<file path="src/rtl/key_event_decoder.sv">
// Key gesture decoder: turns a debounced key level into CLICK / DCLICK / LONG (/ REPEAT) events.
// Optional build macro KEY_AUTO_REPEAT_EN adds periodic REPEAT events while a long press is held.
module key_event_decoder #(
   parameter int LONG_CYC   = 100,
   parameter int DCLK_CYC   = 40,
   parameter int REPEAT_CYC = 20,
   parameter int CNT_W      = 24
) (
   input  logic       clk,
   input  logic       rst_n,
   input  logic       key_n,
   input  logic       event_ready,
   input  logic       ovr_clr,
   output logic       event_valid,
   output logic [1:0] event_code,
   output logic       overrun
);

   typedef enum logic [2:0] {
      IDLE,
      PRESS1,
      WAIT2,
      PRESS2,
      HOLD
   } state_t;

   localparam logic [1:0] EV_CLICK  = 2'd0;
   localparam logic [1:0] EV_DCLICK = 2'd1;
   localparam logic [1:0] EV_LONG   = 2'd2;

   localparam logic [CNT_W-1:0] LONG_TERM = CNT_W'(LONG_CYC - 1);
   localparam logic [CNT_W-1:0] DCLK_TERM = CNT_W'(DCLK_CYC - 1);
   localparam logic [CNT_W-1:0] CNT_MAX   = '1;

`ifdef KEY_AUTO_REPEAT_EN
   localparam logic [1:0]       EV_REPEAT   = 2'd3;
   localparam logic [CNT_W-1:0] REPEAT_TERM = CNT_W'(REPEAT_CYC - 1);
`else
   logic unused_repeat_cyc;
   assign unused_repeat_cyc = |REPEAT_CYC;
`endif

   state_t           state;
   state_t           next_state;
   logic [CNT_W-1:0] cnt;
   logic             key_q;
   logic             issue;
   logic [1:0]       issue_code;
   logic             cnt_restart;
   logic             load;
   logic             drop;

   always_ff @(posedge clk or negedge rst_n) begin
      if (!rst_n) begin
         key_q <= 1'b1;
         state <= IDLE;
      end else begin
         key_q <= key_n;
         state <= next_state;
      end
   end

   // Release beats the long-press terminal count; a second press beats the click timeout.
   always_comb begin
      next_state = state;
      case (state)
         IDLE:    if (!key_q) next_state = PRESS1;
         PRESS1: begin
            if (key_q)                  next_state = WAIT2;
            else if (cnt == LONG_TERM)  next_state = HOLD;
         end
         WAIT2: begin
            if (!key_q)                 next_state = PRESS2;
            else if (cnt == DCLK_TERM)  next_state = IDLE;
         end
         PRESS2:  if (key_q) next_state = IDLE;
         HOLD:    if (key_q) next_state = IDLE;
         default: next_state = IDLE;
      endcase
   end

   always_comb begin
      issue       = 1'b0;
      issue_code  = EV_CLICK;
      cnt_restart = 1'b0;
      case (state)
         PRESS1: begin
            if (!key_q && cnt == LONG_TERM) begin
               issue      = 1'b1;
               issue_code = EV_LONG;
            end
         end
         WAIT2: begin
            if (key_q && cnt == DCLK_TERM) begin
               issue      = 1'b1;
               issue_code = EV_CLICK;
            end
         end
         PRESS2: begin
            if (key_q) begin
               issue      = 1'b1;
               issue_code = EV_DCLICK;
            end
         end
`ifdef KEY_AUTO_REPEAT_EN
         HOLD: begin
            if (!key_q && cnt == REPEAT_TERM) begin
               issue       = 1'b1;
               issue_code  = EV_REPEAT;
               cnt_restart = 1'b1;
            end
         end
`endif
         default: ;
      endcase
   end

   always_ff @(posedge clk or negedge rst_n) begin
      if (!rst_n) begin
         cnt <= '0;
      end else if (next_state != state || cnt_restart) begin
         cnt <= '0;
      end else if (cnt != CNT_MAX) begin
         cnt <= cnt + 1'b1;
      end
   end

   // The FSM never waits for the consumer: an event that finds the slot occupied is dropped.
   assign load = issue && (!event_valid || event_ready);
   assign drop = issue && event_valid && !event_ready;

   always_ff @(posedge clk or negedge rst_n) begin
      if (!rst_n) begin
         event_valid <= 1'b0;
         event_code  <= EV_CLICK;
         overrun     <= 1'b0;
      end else begin
         if (load) begin
            event_valid <= 1'b1;
            event_code  <= issue_code;
         end else if (event_valid && event_ready) begin
            event_valid <= 1'b0;
         end
         if (drop) begin
            overrun <= 1'b1;
         end else if (ovr_clr) begin
            overrun <= 1'b0;
         end
      end
   end

endmodule

</file>
<file path="config.mk">
export PLATFORM = sky130hd
export DESIGN_NAME = key_event_decoder
export DESIGN_NICKNAME = d
export VERILOG_FILES = /design/src/rtl/key_event_decoder.sv
export SDC_FILE = /design/constraint.sdc
export NUM_CORES = 1
export LEC_CHECK = 0
export BUFFER_PORTS_ARGS = -buffer_cell sky130_fd_sc_hd__buf_2
export CAP_MARGIN = 40
export CELL_PAD_IN_SITES_DETAIL_PLACEMENT = 1
export CELL_PAD_IN_SITES_GLOBAL_PLACEMENT = 2
export CORE_MARGIN = 4
export CORE_UTILIZATION = 35
export CTS_CLUSTER_SIZE = 14
export DETAILED_ROUTE_END_ITERATION = 10
export GPL_TIMING_DRIVEN = 1
export PLACE_DENSITY_LB_ADDON = 0.25
export SYNTH_ARGS = -nofsm -noshare
export SYNTH_HDL_FRONTEND = slang
export SYNTH_SLANG_ARGS = --single-unit
</file>
<file path="constraint.sdc">
create_clock -name clk -period 1.9 [get_ports clk]
set_clock_uncertainty 0.05 [all_clocks]
set_input_delay 0.095 -clock clk [delete_from_list [all_inputs] [get_ports clk]]
set_output_delay 0.095 -clock clk [all_outputs]
set_load 0.03 [all_outputs]
</file>
## Word level (Yosys, flattened, before mapping)

Index checks and enable logic that the tools add are counted.

- Add/subtract/negate cells: 1
- Equality and inequality tests: 8
- Muxes and demuxes: 20
- Reduce and logical (&&, ||, !) cells: 15

Operators with widths:

| cell | count |
|---|---|
| $mux W24 | 2 |
| $add A24 B1 Y24 const B | 1 |
| $eq A24 B6 Y1 const B | 1 |
| $eq A24 B7 Y1 const B | 1 |
| $ne A24 B24 Y1 const B | 1 |
| $mux W3 | 6 |
| $pmux W3 S4 | 1 |
| $mux W1 | 8 |
| $eq A3 B2 Y1 const B | 2 |
| $logic_and A1 B1 Y1 | 6 |
| $reduce_bool A2 Y1 | 3 |
| $pmux W2 S2 | 1 |
| $eq A3 B1 Y1 const B | 1 |
| $eq A3 B3 Y1 const B | 1 |
| $logic_not A1 Y1 | 3 |
| $logic_not A3 Y1 | 1 |
| $ne A3 B3 Y1 | 1 |
| $pmux W1 S3 | 1 |
| $mux W2 | 1 |
| $reduce_or A2 Y1 | 1 |
| $logic_or A1 B1 Y1 | 1 |

- Register bits: 32
- Input port bits: 5
- Output and inout bits: 4
- Word-level logic and storage cells: 50

## Logic depth before layout (Yosys ltp)

Gate-level depths: netlist (run 1).

- Depth after elaboration: 7
- Gate-level depth with buffers: 7
- Mapped depth without buffers: 6

## Worst setup path after synthesis (run 1)

No wires, ideal clock.

- Kind: reg2reg
- Start point: register cnt[0]
- End point: register cnt[23]
- Setup time: 0.130 ns
- Data arrival time: 1.761 ns
- Required time: 1.720 ns
- Setup slack: -0.040 ns
- Cell stages (with the launch flop): 8
- Buffers on the path: 1
- Clock period less this slack: 1.940 ns
- Path through: dfrtp_1 > ha_1 > nor4bb_1 > nand2_1 > nor4b_4 > o211a_4 > buf_6 > a21oi_1

- Longest elaborated chain between the ends: 6
- Elaborated cells between the ends (all ways): 13
- Classes of those cells: add/sub (1); eq/ne (4); mux (7); reduce/logical (1)

Ends and longest elaborated chain:

| item | RTL line | text |
|---|---|---|
| from (decl) | 45 | `logic [CNT_W-1:0] cnt;` |
| from (signal assigned) | 124 | `cnt <= cnt + 1'b1;` |
| $eq A24 B6 Y1 or $eq A24 B7 Y1 (tied branches) | 74, 70 |  |
| $mux W3, on equally long branches | 74, 70 |  |
| $mux W3, on equally long branches | 73, 69 |  |
| $pmux W3 S4 | 66 | `case (state)` |
| $ne A3 B3 Y1 | 121 | `end else if (next_state != state \|\| cnt_restart) begin` |
| $mux W24 or $reduce_bool A2 Y1 (tied branches) | - |  |

Parallel ways exist; a longest one is shown, timed or not. The select of a mux whose other input is x is not followed.
A chain may end at the register's enable or synchronous reset.

## Worst setup path after layout (run 1)

- Start point: register cnt[16]
- End point: register cnt[22]

The elaborated chain is that of the path after synthesis.

==> results of run 1 <==
-- per-layer routing --
| layer | GRT usage (%) | wire length (um) | vias up |
|---|---|---|---|
| met4 | 7.77 | 233 | 0 |
| met3 | 4.60 | 220 | 23 |
| met1 | 26.2 | 2720 | 981 |
| met5 | 0 | 0 | - |
| li1 | - | - | 862 |
| met2 | 41.7 | 3550 | 55 |
-- per-stage QoR --
| stage | cell area [sq um] | instances | power [mW] | setup TNS (ps) |
|---|---|---|---|---|
| after floorplan | 1830 | 192 | 0.829 | 0 |
| after global placement | 2280 | 308 | 0.904 | -1730 |
| after detailed placement | 2280 | 308 | 0.918 | -2690 |
| after CTS | 2680 | 333 | 1.51 | -1060 |
| after global routing | 2780 | 333 | 1.58 | -5950 |
| final | 2780 | 333 | 1.50 | -2390 |
-- state kept, by name (all words and copies together), names as in the netlist --
name,count
cnt,24
overrun,1
state,3
key_q,1
event_code,2
event_valid,1
-- power by group --
part | total [mW] | leakage [nW] | switching [mW] | internal (mW)
clock network | 0.551 | 0.0455 | 0.255 | 0.295
registers | 0.729 | 0.431 | 0.0256 | 0.703
logic | 0.221 | 0.616 | 0.120 | 0.101
total | 1.50 | 1.09 | 0.401 | 1.10
-- cell usage in the layout, fill, tap and decap left out, types with 6 or more instances in the layout --
cell type,n
dfrtp_1,31
nand3_1,8
o21ai_0,7
xnor2_1,8
buf_2,8
nand2_1,17
nand4_1,8
buf_4,52
nor2_4,9
nor2_1,11
or3_1,8
nor4_2,6
clkbuf_8,6
-- timing repair --
item,4_1_cts,5_1_grt
pin swaps,22,15
hold buffers,3,0
endpoints found under the hold margin,33,0
gates cloned,2,0
gates resized for setup,43,19
endpoints found under the setup margin,29,31
buffers inserted,12,1
-- worst paths after layout --
path	slack (ps)	cells after the start	from	endpoint
worst max-delay path	-150	8	cnt[16]$_DFFE_PN0P_	cnt[22]$_DFFE_PN0P_
worst min-delay path	90	3	event_ready	event_valid$_DFFE_PN0P_
worst max register to register	-150	8	cnt[16]$_DFFE_PN0P_	cnt[22]$_DFFE_PN0P_
worst min register to register	430	1	event_code[1]$_DFFE_PN0P_	event_code[1]$_DFFE_PN0P_
max in group asynchronous	950	2	rst_n	cnt[18]$_DFFE_PN0P_
min in group asynchronous	370	2	rst_n	cnt[5]$_DFFE_PN0P_
-- cell type report --
cell class | instances | area share, %
Clock buffer | 8 | 3.24
Tap cell | 67 | 3.02
Multi-Input combinational cell | 154 | 43.9
Inverter | 2 | 0.270
Timing Repair Buffer | 70 | 20.6
Sequential cell | 32 | 28.9
-- cell families (layout without fill, tap and decap cells) --
logic type                 count (synthesis)  in the layout
xor gates and xnor gates                  12             12
AOI/OAI and AO/OA                         35             36
DFF                                       32             32
and+or+nand+nor                          102            102
adders and majority gates                  1              1
buffers and inverters                      7             80
muxes                                      3              3
-- worst register-to-register path, cell delays in order, from the launching register on --
cell and delay (ps):
dfrtp_1 390, buf_4 160, nand4_1 190, buf_4 220, nor4_2 300, buf_4 260, nor4_2 80, xnor2_1 240
nor2_4 60
==> flow_summary_export.csv, run 1 <==
group,metric,value,unit
run_status,outcome,"finished, violations left",
run_status,violations,"setup timing",
sta,tightest_slew,753,ps
logic_synthesis,synth_ff_type,"dfrtp_1",
logic_synthesis,synth_top_family_by_area,"simple AND/OR/NAND/NOR gates",
place,pre_cts_ws,-123,ps
logic_synthesis,yosysSeqAreaShare,44.1,%
cts,clk_pin_slew_worst_paths,70,ps
finish,final_core_util,56.9,%
place,io_buffers,8,
logic_synthesis,synth_top_area_share,42.6,%
detailed_routing,wl,6.72,mm
job,maxCapViolCount,0,
logic_synthesis,async_reset_ff_share,100,%
worst_setup_path,crit_chain,"buf_4 -> nand4_1 -> buf_4 -> nor4_2 -> buf_4 -> nor4_2 -> xnor2_1 -> nor2_4",
hold_path,hold_path.class,"input port to register",
sta,max_freq,487,MHz
logic_synthesis,ys_top_cells_by_count,"31 x dfrtp_1, 21 x nor2_1, 17 x nand2_1",
finish,fillers,560,
die,die_w,80.1,um
cts,htreeDepth,2,
sta,fin_crit_sh,108,%
logic_synthesis,synthAdderAreaFrac,0.687,%
cts,clk_path_buf_depth,2,
logic_synthesis,synth_xor_area_share,5.77,%
grt,grt_util_all_layers,22.8,%
detailed_routing,drt_iter0_drc,90,
sta,rsz0062_at_grt,"true",
grt,first_global_vias,2118,
grt,grt-ovfl-total,0,
logic_synthesis,synth-seq-cells,32,
cts,cts_root_buffer,"clkbuf_8",
place,place_congestion,0.819,
sta,setup_viol,27,
sta,min_period,2050,ps
cts,cts_tree,"built",
finish,drive_gt1_share,45.9,%
worst_setup_path,slowest_delay,390,ps
logic_synthesis,netlist_instances,192,
logic_synthesis,synth-edff-count,0,
sta,hold_slack,88.8,ps
logic_synthesis,synth_area,1820,sq um
finish,register_area,802,sq um
worst_setup_path,worstPathMaxFanout,8,
worst_setup_path,start_kind,"register",
worst_setup_path,crit_top_cell,"buf_4",
die,start_util,37.3,%
detailed_routing,drc,0,
detailed_routing,num_vias,1921,
logic_synthesis,synth.avg_cell_area,9.48,sq um
detailed_routing,dr.pass1.iters,4,
power,power_density,541,nW/um^2
worst_setup_path,crit_buf_inv,3,
die,fp.dieH,80.1,um
cts,cts.sinks,32,
cts,insertion_delay,280,ps
logic_synthesis,synth_largest_area_cell,"dfrtp_1",
finish,multi_input_area,1220,sq um
grt,grt_antenna_before_repair,0,
place,place_hpwl,4.17,mm
power,p_leak,1.09,nW
sta,slew_violations,0,
worst_setup_path,cp.required,2020,ps
logic_synthesis,yosysUniqueCellTypes,46,
cts,cts_made_buffers,5,
logic_synthesis,synth.area.mux_share,1.65,%
logic_synthesis,yosysMostFrequentCell,"dfrtp_1",
logic_synthesis,synth-simple-area-share,32.2,%
logic_synthesis,synth_compound_gate_area_share,12.9,%
die,ios,9,
detailed_routing,vias_per_cell,5.77,
sta,slew_headroom,49.8,%
finish,diodes,0,
sta,hold_violations,0,
detailed_routing,final_antenna_net_count,0,
worst_setup_path,crit_path_top_delay_cell,"dfrtp_1",
worst_setup_path,critical_path_class,"register to register",
grt,grt_pass1_wl,11.0,mm
detailed_routing,wl_per_cell,20.2,um
worst_setup_path,worstPathArrival,2180,ps
worst_setup_path,crit_path_end_kind,"register",
power,peakVddDrop,282,uV
logic_synthesis,synthTopCellsByArea,"dfrtp_1 43%, xnor2_1 4.8%, nor2_1 4.3%, nand2_1 3.5%, or3_1 3.1%",
sta,setup_ws,-155,ps
logic_synthesis,yosys_warnings,0,
die,core-area,4880,sq um
die,rows,25,
die,die_area,6420,sq um
logic_synthesis,syn-num-nets,198,
finish,area_growth,52.5,%
grt,grt_max_degree,33,
worst_setup_path,cpLargestDelayFamily,"simple AND/OR/NAND/NOR gates",
finish,fin_nets,271,
Power figures use the tool's default switching activity.
==> inputs of run 2 (changes only) <==
--- a/config.mk
+++ b/config.mk
@@ -11,6 +11,7 @@
 export CELL_PAD_IN_SITES_GLOBAL_PLACEMENT = 2
 export CORE_MARGIN = 4
 export CORE_UTILIZATION = 35
+export CTS_BUF_LIST = sky130_fd_sc_hd__clkbuf_16
 export CTS_CLUSTER_SIZE = 14
 export DETAILED_ROUTE_END_ITERATION = 10
 export GPL_TIMING_DRIVEN = 1
==> run 2 against run 1 <==
Effect of this change: the flow still finishes with violations (setup timing); combinational power down 16%; sequential cell count did not move; first-iteration DRC count is 32% lower; wire length is 12% lower; setup slack improved by 59 ps; critical path type unchanged; final area shrank 7.1%.
==> flow_summary_export.csv, run 2 (synthesis results as in run 1) <==
group,metric,value,unit
finish,fillers,567,
worst_setup_path,start_kind,"register",
detailed_routing,vias_per_cell,5.60,
worst_setup_path,reg2regPathDepth,6,
power,pwr-share-seq,43.7,%
power,clock_power_share,45.2,%
hold_path,holdPathEnd,"event_valid$_DFFE_PN0P_",
cts,cts_made_buffers,5,
grt,first_global_vias,2035,
run_status,outcome,"finished, violations left",
finish,area_growth,41.6,%
finish,register_area,803,sq um
power,power.internal,1.26,mW
finish,reg_top3,"cnt: 24 flops, state: 3 flops, event_code: 2 flops",
detailed_routing,wl_per_cell,18.1,um
finish,stdcell_area,2580,sq um
sta,setup_viol,26,
power,combPwrFrac,11.1,%
sta,slew_headroom,48.1,%
die,die_w,80.1,um
grt,grt_max_degree,33,
hold_path,worstHoldStart,"event_ready",
finish,final_core_util,52.8,%
sta,max_freq,501,MHz
finish,final_cell_mix,"49 x buf_4, 30 x dfrtp_1, 21 x nor2_1, 17 x nand2_1",
hold_path,hold_path.class,"input port to register",
finish,multi_input_area,1040,sq um
grt,grt_pass1_wl,10.1,mm
detailed_routing,dr.pass1.iters,4,
place,place_congestion,0.819,
sta,rsz0062_at_grt,"true",
grt,grt-ovfl-total,0,
hold_path,hold_depth,3,
finish,largest_register_ffs,24,
sta,hold_slack,102,ps
place,place_area,2280,sq um
sta,min_period,2000,ps
place,place_hpwl,4.17,mm
sta,fin_crit_sh,105,%
grt,grt_antenna_before_repair,0,
detailed_routing,drc,0,
detailed_routing,wl,5.92,mm
cts,cts_tree,"built",
worst_setup_path,crit_path_end_kind,"register",
power,finalPower,1.67,mW
place,placedCellCount,308,
run_status,violations,"setup timing",
finish,fin_nets,266,
sta,slew_violations,0,
finish,layout_commonest_cell,"buf_4",
detailed_routing,drt_iter0_drc,61,
die,rows,25,
place,io_buffers,8,
die,fp.dieH,80.1,um
detailed_routing,num_vias,1836,
cts,cts.sinks,32,
power,p_leak,1.10,nW
worst_setup_path,worstPathMaxFanout,6,
sta,hold_violations,0,
sta,setup_ws,-96.2,ps
die,start_util,37.3,%
worst_setup_path,cp-startpoint,"cnt[19]$_DFFE_PN0P_",
sta,tightest_slew,778,ps
cts,clk_pin_slew_worst_paths,50,ps
cts,htreeDepth,2,
cts,cts_root_buffer,"clkbuf_16",
power,peakVddDrop,380,uV
finish,drive_gt1_share,33.0,%
cts,clk_path_buf_depth,2,
die,ios,9,
worst_setup_path,r2r_start,"cnt[19]$_DFFE_PN0P_",
die,die_area,6420,sq um
worst_setup_path,r2r_end,"cnt[21]$_DFFE_PN0P_",
worst_setup_path,critical_path_class,"register to register",
worst_setup_path,r2r_slack,-100,ps
job,maxCapViolCount,0,
power,swShare,24.4,%
worst_setup_path,cp.required,2040,ps
finish,top_register,"cnt",
cts,insertion_delay,280,ps
place,pre_cts_ws,-123,ps
die,core-area,4880,sq um
sta,timing.setup.tns,-1600,ps
finish,diodes,0,
worst_setup_path,worstPathArrival,2140,ps
grt,grt_util_all_layers,20.3,%
power,p_sw,407,uW
power,power_density,647,nW/um^2
detailed_routing,final_antenna_net_count,0,
finish,instances_no_fill,328,
## run 2: final cells by class
cell class | count | area share [%]
sequential | 32 | 31.1
timing repair buffer | 65 | 19.8
tap | 67 | 3.25
clock buffer | 5 | 4.85
multi-input combinational | 154 | 40.2
clock inverter | 3 | 0.437
inverter | 2 | 0.291
## run 2: worst max path at each step
stage | to | slack (ps)
2_1_floorplan | cnt[23]$_DFFE_PN0P_ | 2
3_3_place_gp | cnt[23]$_DFFE_PN0P_ | -80
3_5_place_dp | cnt[21]$_DFFE_PN0P_ | -120
4_1_cts | cnt[21]$_DFFE_PN0P_ | -50
5_1_grt | cnt[16]$_DFFE_PN0P_ | -180
6_report | cnt[21]$_DFFE_PN0P_ | -100
## run 2: timing repair
action / 4_1_cts / 5_1_grt
hold endpoints to repair: 33 / 0
buffers inserted: 7 / 1
gates resized for setup: 10 / 5
setup endpoints to repair: 28 / 30
pin swaps: 7 / 2
cloned: 1 / 0
hold buffers: 3 / 0
## run 2: power groups by stage
stage               clock (mW)  sequential, mW  combinational [mW]
floorplan                    0           0.742              0.0865
global placement             0           0.737               0.168
detailed placement           0           0.740               0.178
CTS                      0.763           0.729               0.185
global route             0.788           0.731               0.203
finish                   0.753           0.730               0.185
## run 2: routing by layer
metal  global-route usage [%]  vias up  routed length (um)
met3                     3.92       12                 167
met5                        0        -                   0
met2                     36.6       28                3140
met1                     24.7      941                2520
met4                     4.90        0                  97
li1                         -      855                   -
## run 2: critical path: stages, from the launching register on
cell and delay [ps]:
dfrtp_1 380, buf_4 150, nand3_1 150, or4_4 640, o211ai_4 260, o21ai_1 90
a21oi_1 180
==> inputs of run 3 (changes only) <==
--- a/config.mk
+++ b/config.mk
@@ -5,12 +5,13 @@
 export SDC_FILE = /design/constraint.sdc
 export NUM_CORES = 1
 export LEC_CHECK = 0
+export ABC_AREA = 1
 export BUFFER_PORTS_ARGS = -buffer_cell sky130_fd_sc_hd__buf_2
 export CAP_MARGIN = 40
 export CELL_PAD_IN_SITES_DETAIL_PLACEMENT = 1
 export CELL_PAD_IN_SITES_GLOBAL_PLACEMENT = 2
 export CORE_MARGIN = 4
-export CORE_UTILIZATION = 35
+export CORE_UTILIZATION = 31
 export CTS_BUF_LIST = sky130_fd_sc_hd__clkbuf_16
 export CTS_CLUSTER_SIZE = 14
 export DETAILED_ROUTE_END_ITERATION = 10
==> run 3 against run 2 <==
Effect of this change: the flow now finishes without violations; wire length increased by 13%; synthesized area increased by 21%; via count increased by 19%; final cell count increased by 41%; combinational power increased by 6%; clock power increased by 23%; critical endpoint is now cnt[11]$_DFFE_PN0P_; highest routed layer unchanged.
==> flow_summary_export.csv, run 3 <==
group,metric,value,unit
power,pwr-share-seq,39.1,%
die,fp.dieH,92.2,um
logic_synthesis,synth.avg_cell_area,6.63,sq um
logic_synthesis,synth-edff-count,0,
finish,diodes,0,
worst_setup_path,slowest_delay,380,ps
worst_setup_path,r2r_slack,140,ps
detailed_routing,wl,6.67,mm
detailed_routing,final_antenna_net_count,0,
hold_path,hold_path.class,"input port to register",
logic_synthesis,synth_top_area_share,35.3,%
run_status,outcome,"finished, final reports clean",
power,p_sw,466,uW
worst_setup_path,start_kind,"register",
worst_setup_path,crit_path_top_delay_cell,"dfrtp_1",
detailed_routing,num_vias,2191,
cts,cts_root_buffer,"clkbuf_16",
detailed_routing,dr.pass1.iters,4,
logic_synthesis,yosysSeqAreaShare,36.5,%
power,peakVddDrop,327,uV
sta,slew_headroom,47.6,%
cts,cts.sinks,32,
cts,cts_made_buffers,5,
cts,clk_path_buf_depth,2,
detailed_routing,wl_per_cell,14.5,um
die,rows,30,
logic_synthesis,synth-seq-cells,32,
worst_setup_path,reg2regPathDepth,8,
worst_setup_path,r2r_start,"cnt[17]$_DFFE_PN0P_",
power,power_density,684,nW/um^2
worst_setup_path,crit_chain,"buf_4 -> nand4_1 -> nor2_1 -> nand4_2 -> buf_4 -> nand2_1 -> xor2_1 -> nor2_1",
die,start_util,32.2,%
logic_synthesis,synth_ff_type,"dfrtp_1",
worst_setup_path,worstPathMaxFanout,13,
sta,timing.setup.tns,0,ps
die,ios,9,
sta,hold_slack,61.4,ps
sta,setup_viol,0,
grt,grt-ovfl-total,0,
die,die_area,8510,sq um
cts,clk_pin_slew_worst_paths,60,ps
detailed_routing,drc,0,
power,power.internal,1.38,mW
logic_synthesis,async_reset_ff_share,100,%
logic_synthesis,yosysMostFrequentCell,"nand2_1",
grt,first_global_vias,2254,
detailed_routing,met3_length,114,um
grt,grt_pass1_wl,11.4,mm
cts,htreeDepth,2,
sta,fin_crit_sh,92.9,%
power,finalPower,1.85,mW
sta,tightest_slew,786,ps
worst_setup_path,r2r_end,"cnt[11]$_DFFE_PN0P_",
finish,layout_commonest_cell,"nand2_1",
worst_setup_path,critical_path_class,"register to register",
cts,cts_tree,"built",
place,place_area,2450,sq um
finish,stdcell_area,2700,sq um
finish,final_core_util,39.5,%
detailed_routing,drt_iter0_drc,68,
finish,area_growth,22.7,%
job,maxCapViolCount,0,
detailed_routing,vias_per_cell,4.75,
grt,grt_antenna_before_repair,0,
place,place_hpwl,5.21,mm
power,combPwrFrac,10.6,%
finish,reg_top3,"cnt: 24 flops, state: 3 flops, event_code: 2 flops",
finish,largest_register_ffs,24,
hold_path,worstHoldStart,"event_ready",
finish,final_cell_mix,"88 x nand2_1, 60 x nor2_1, 49 x inv_1, 31 x dfrtp_1, 30 x nand3_1",
hold_path,holdPathEnd,"overrun$_DFFE_PN0P_",
logic_synthesis,yosys_warnings,0,
finish,top_register,"cnt",
worst_setup_path,worstPathArrival,1880,ps
worst_setup_path,cp.required,2010,ps
worst_setup_path,crit_path_end_kind,"register",
power,swShare,25.2,%
hold_path,hold_depth,4,
sta,slew_violations,0,
finish,drive_gt1_share,16.4,%
sta,max_freq,567,MHz
logic_synthesis,synth_largest_area_cell,"dfrtp_1",
finish,fin_nets,370,
die,core-area,6830,sq um
logic_synthesis,synthTopCellsByArea,"dfrtp_1 35%, nand2_1 15%, nor2_1 11%, inv_1 8.4%, nand3_1 6.8%",
logic_synthesis,yosysUniqueCellTypes,35,
logic_synthesis,netlist_instances,332,
grt,grt_util_all_layers,17.0,%
grt,grt_max_degree,33,
place,place_congestion,0.867,
sta,rsz0062_at_grt,"false",
place,io_buffers,8,
detailed_routing,wl_met2,3.18,mm
power,clock_power_share,50.3,%
logic_synthesis,synth_area,2200,sq um
cts,insertion_delay,280,ps
logic_synthesis,syn-num-nets,338,
die,die_w,92.2,um
power,p_leak,1.30,nW
detailed_routing,routed.top_layer,"met4",
sta,min_period,1760,ps
sta,hold_violations,0,
logic_synthesis,ys_top_cells_by_count,"88 x nand2_1, 64 x nor2_1, 49 x inv_1, 31 x dfrtp_1, 30 x nand3_1",
detailed_routing,wl_met1,3.31,mm
[run 3: cell types whose count changed in the layout (fill, tap and decap cells not counted), sizes merged, moves of 7 or more]
cell   before  now
buf        62   29
xnor2      10    1
inv         4   50
a21oi      10    3
nand2      17   91
nand3       9   31
nor2       22   68
or3         9    0
[run 3: per-stage QoR]
step	setup WS, ps	std cells
final	135	461
after global routing	3.02	461
after CTS	9.76	459
after detailed placement	-5.76	448
after global placement	29.7	448
after floorplan	161	332
[run 3: worst max-delay path by stage]
stage / cells past startpoint / to / slack (ps) / start
finish: 8 / cnt[11]$_DFFE_PN0P_ / 140 / cnt[17]$_DFFE_PN0P_
detailed placement: 10 / cnt[20]$_DFFE_PN0P_ / -6 / cnt[0]$_DFFE_PN0P_
global route: 10 / cnt[3]$_DFFE_PN0P_ / 3 / cnt[1]$_DFFE_PN0P_
global placement: 10 / cnt[20]$_DFFE_PN0P_ / 30 / cnt[0]$_DFFE_PN0P_
CTS: 10 / cnt[20]$_DFFE_PN0P_ / 10 / cnt[0]$_DFFE_PN0P_
floorplan: 12 / cnt[10]$_DFFE_PN0P_ / 160 / cnt[0]$_DFFE_PN0P_
[run 3: area by class of cell]
| cell class | instances | area [sq um] |
|---|---|---|
| fill | 913 | 4130 |
| multi-input combinational | 243 | 1190 |
| sequential | 32 | 802 |
| timing repair buffer | 32 | 228 |
| inverter | 50 | 188 |
| clock buffer | 5 | 125 |
| tap | 96 | 120 |
| clock inverter | 3 | 42.5 |
[run 3: power groups by stage]
| stage | Combinational [mW] | Sequential (mW) | Clock [mW] |
|---|---|---|---|
| finish | 0.196 | 0.722 | 0.929 |
| global route | 0.220 | 0.725 | 0.983 |
| CTS | 0.187 | 0.720 | 0.952 |
| detailed placement | 0.175 | 0.733 | 0 |
| global placement | 0.172 | 0.731 | 0 |
| floorplan | 0.111 | 0.741 | 0 |
[run 3: critical path, delay by kind of cell, from the launching register on]
| family | cells | cell delay (ps) |
|---|---|---|
| buffers and inverters | 2 | 360 |
| DFF | 1 | 380 |
| and+or+nand+nor | 5 | 710 |
| xor gates and xnor gates | 1 | 150 |
[run 3: logic make-up after synthesis]
logic type,count (synthesis),share of synthesized area (%)
xor gates and xnor gates,6,2.39
DFF,32,36.5
buffers and inverters,57,11.1
and+or+nand+nor,217,44.0
AOI/OAI and AO/OA,19,5.46
adders and majority gates,1,0.569
[run 3: repair_timing]
action / in CTS / in global routing
hold endpoints to repair: 33 / 0
hold buffers: 3 / 0
setup buffers: 0 / 2
setup endpoints to repair: 14 / 28
resized for setup: 1 / 8
[run 3: metal layers]
metal | global-route usage, % | up-vias
met5 | 0 | -
li1 | - | 1111
met3 | 2.30 | 6
met1 | 24.0 | 1058
met2 | 27.4 | 16
met4 | 4.46 | 0
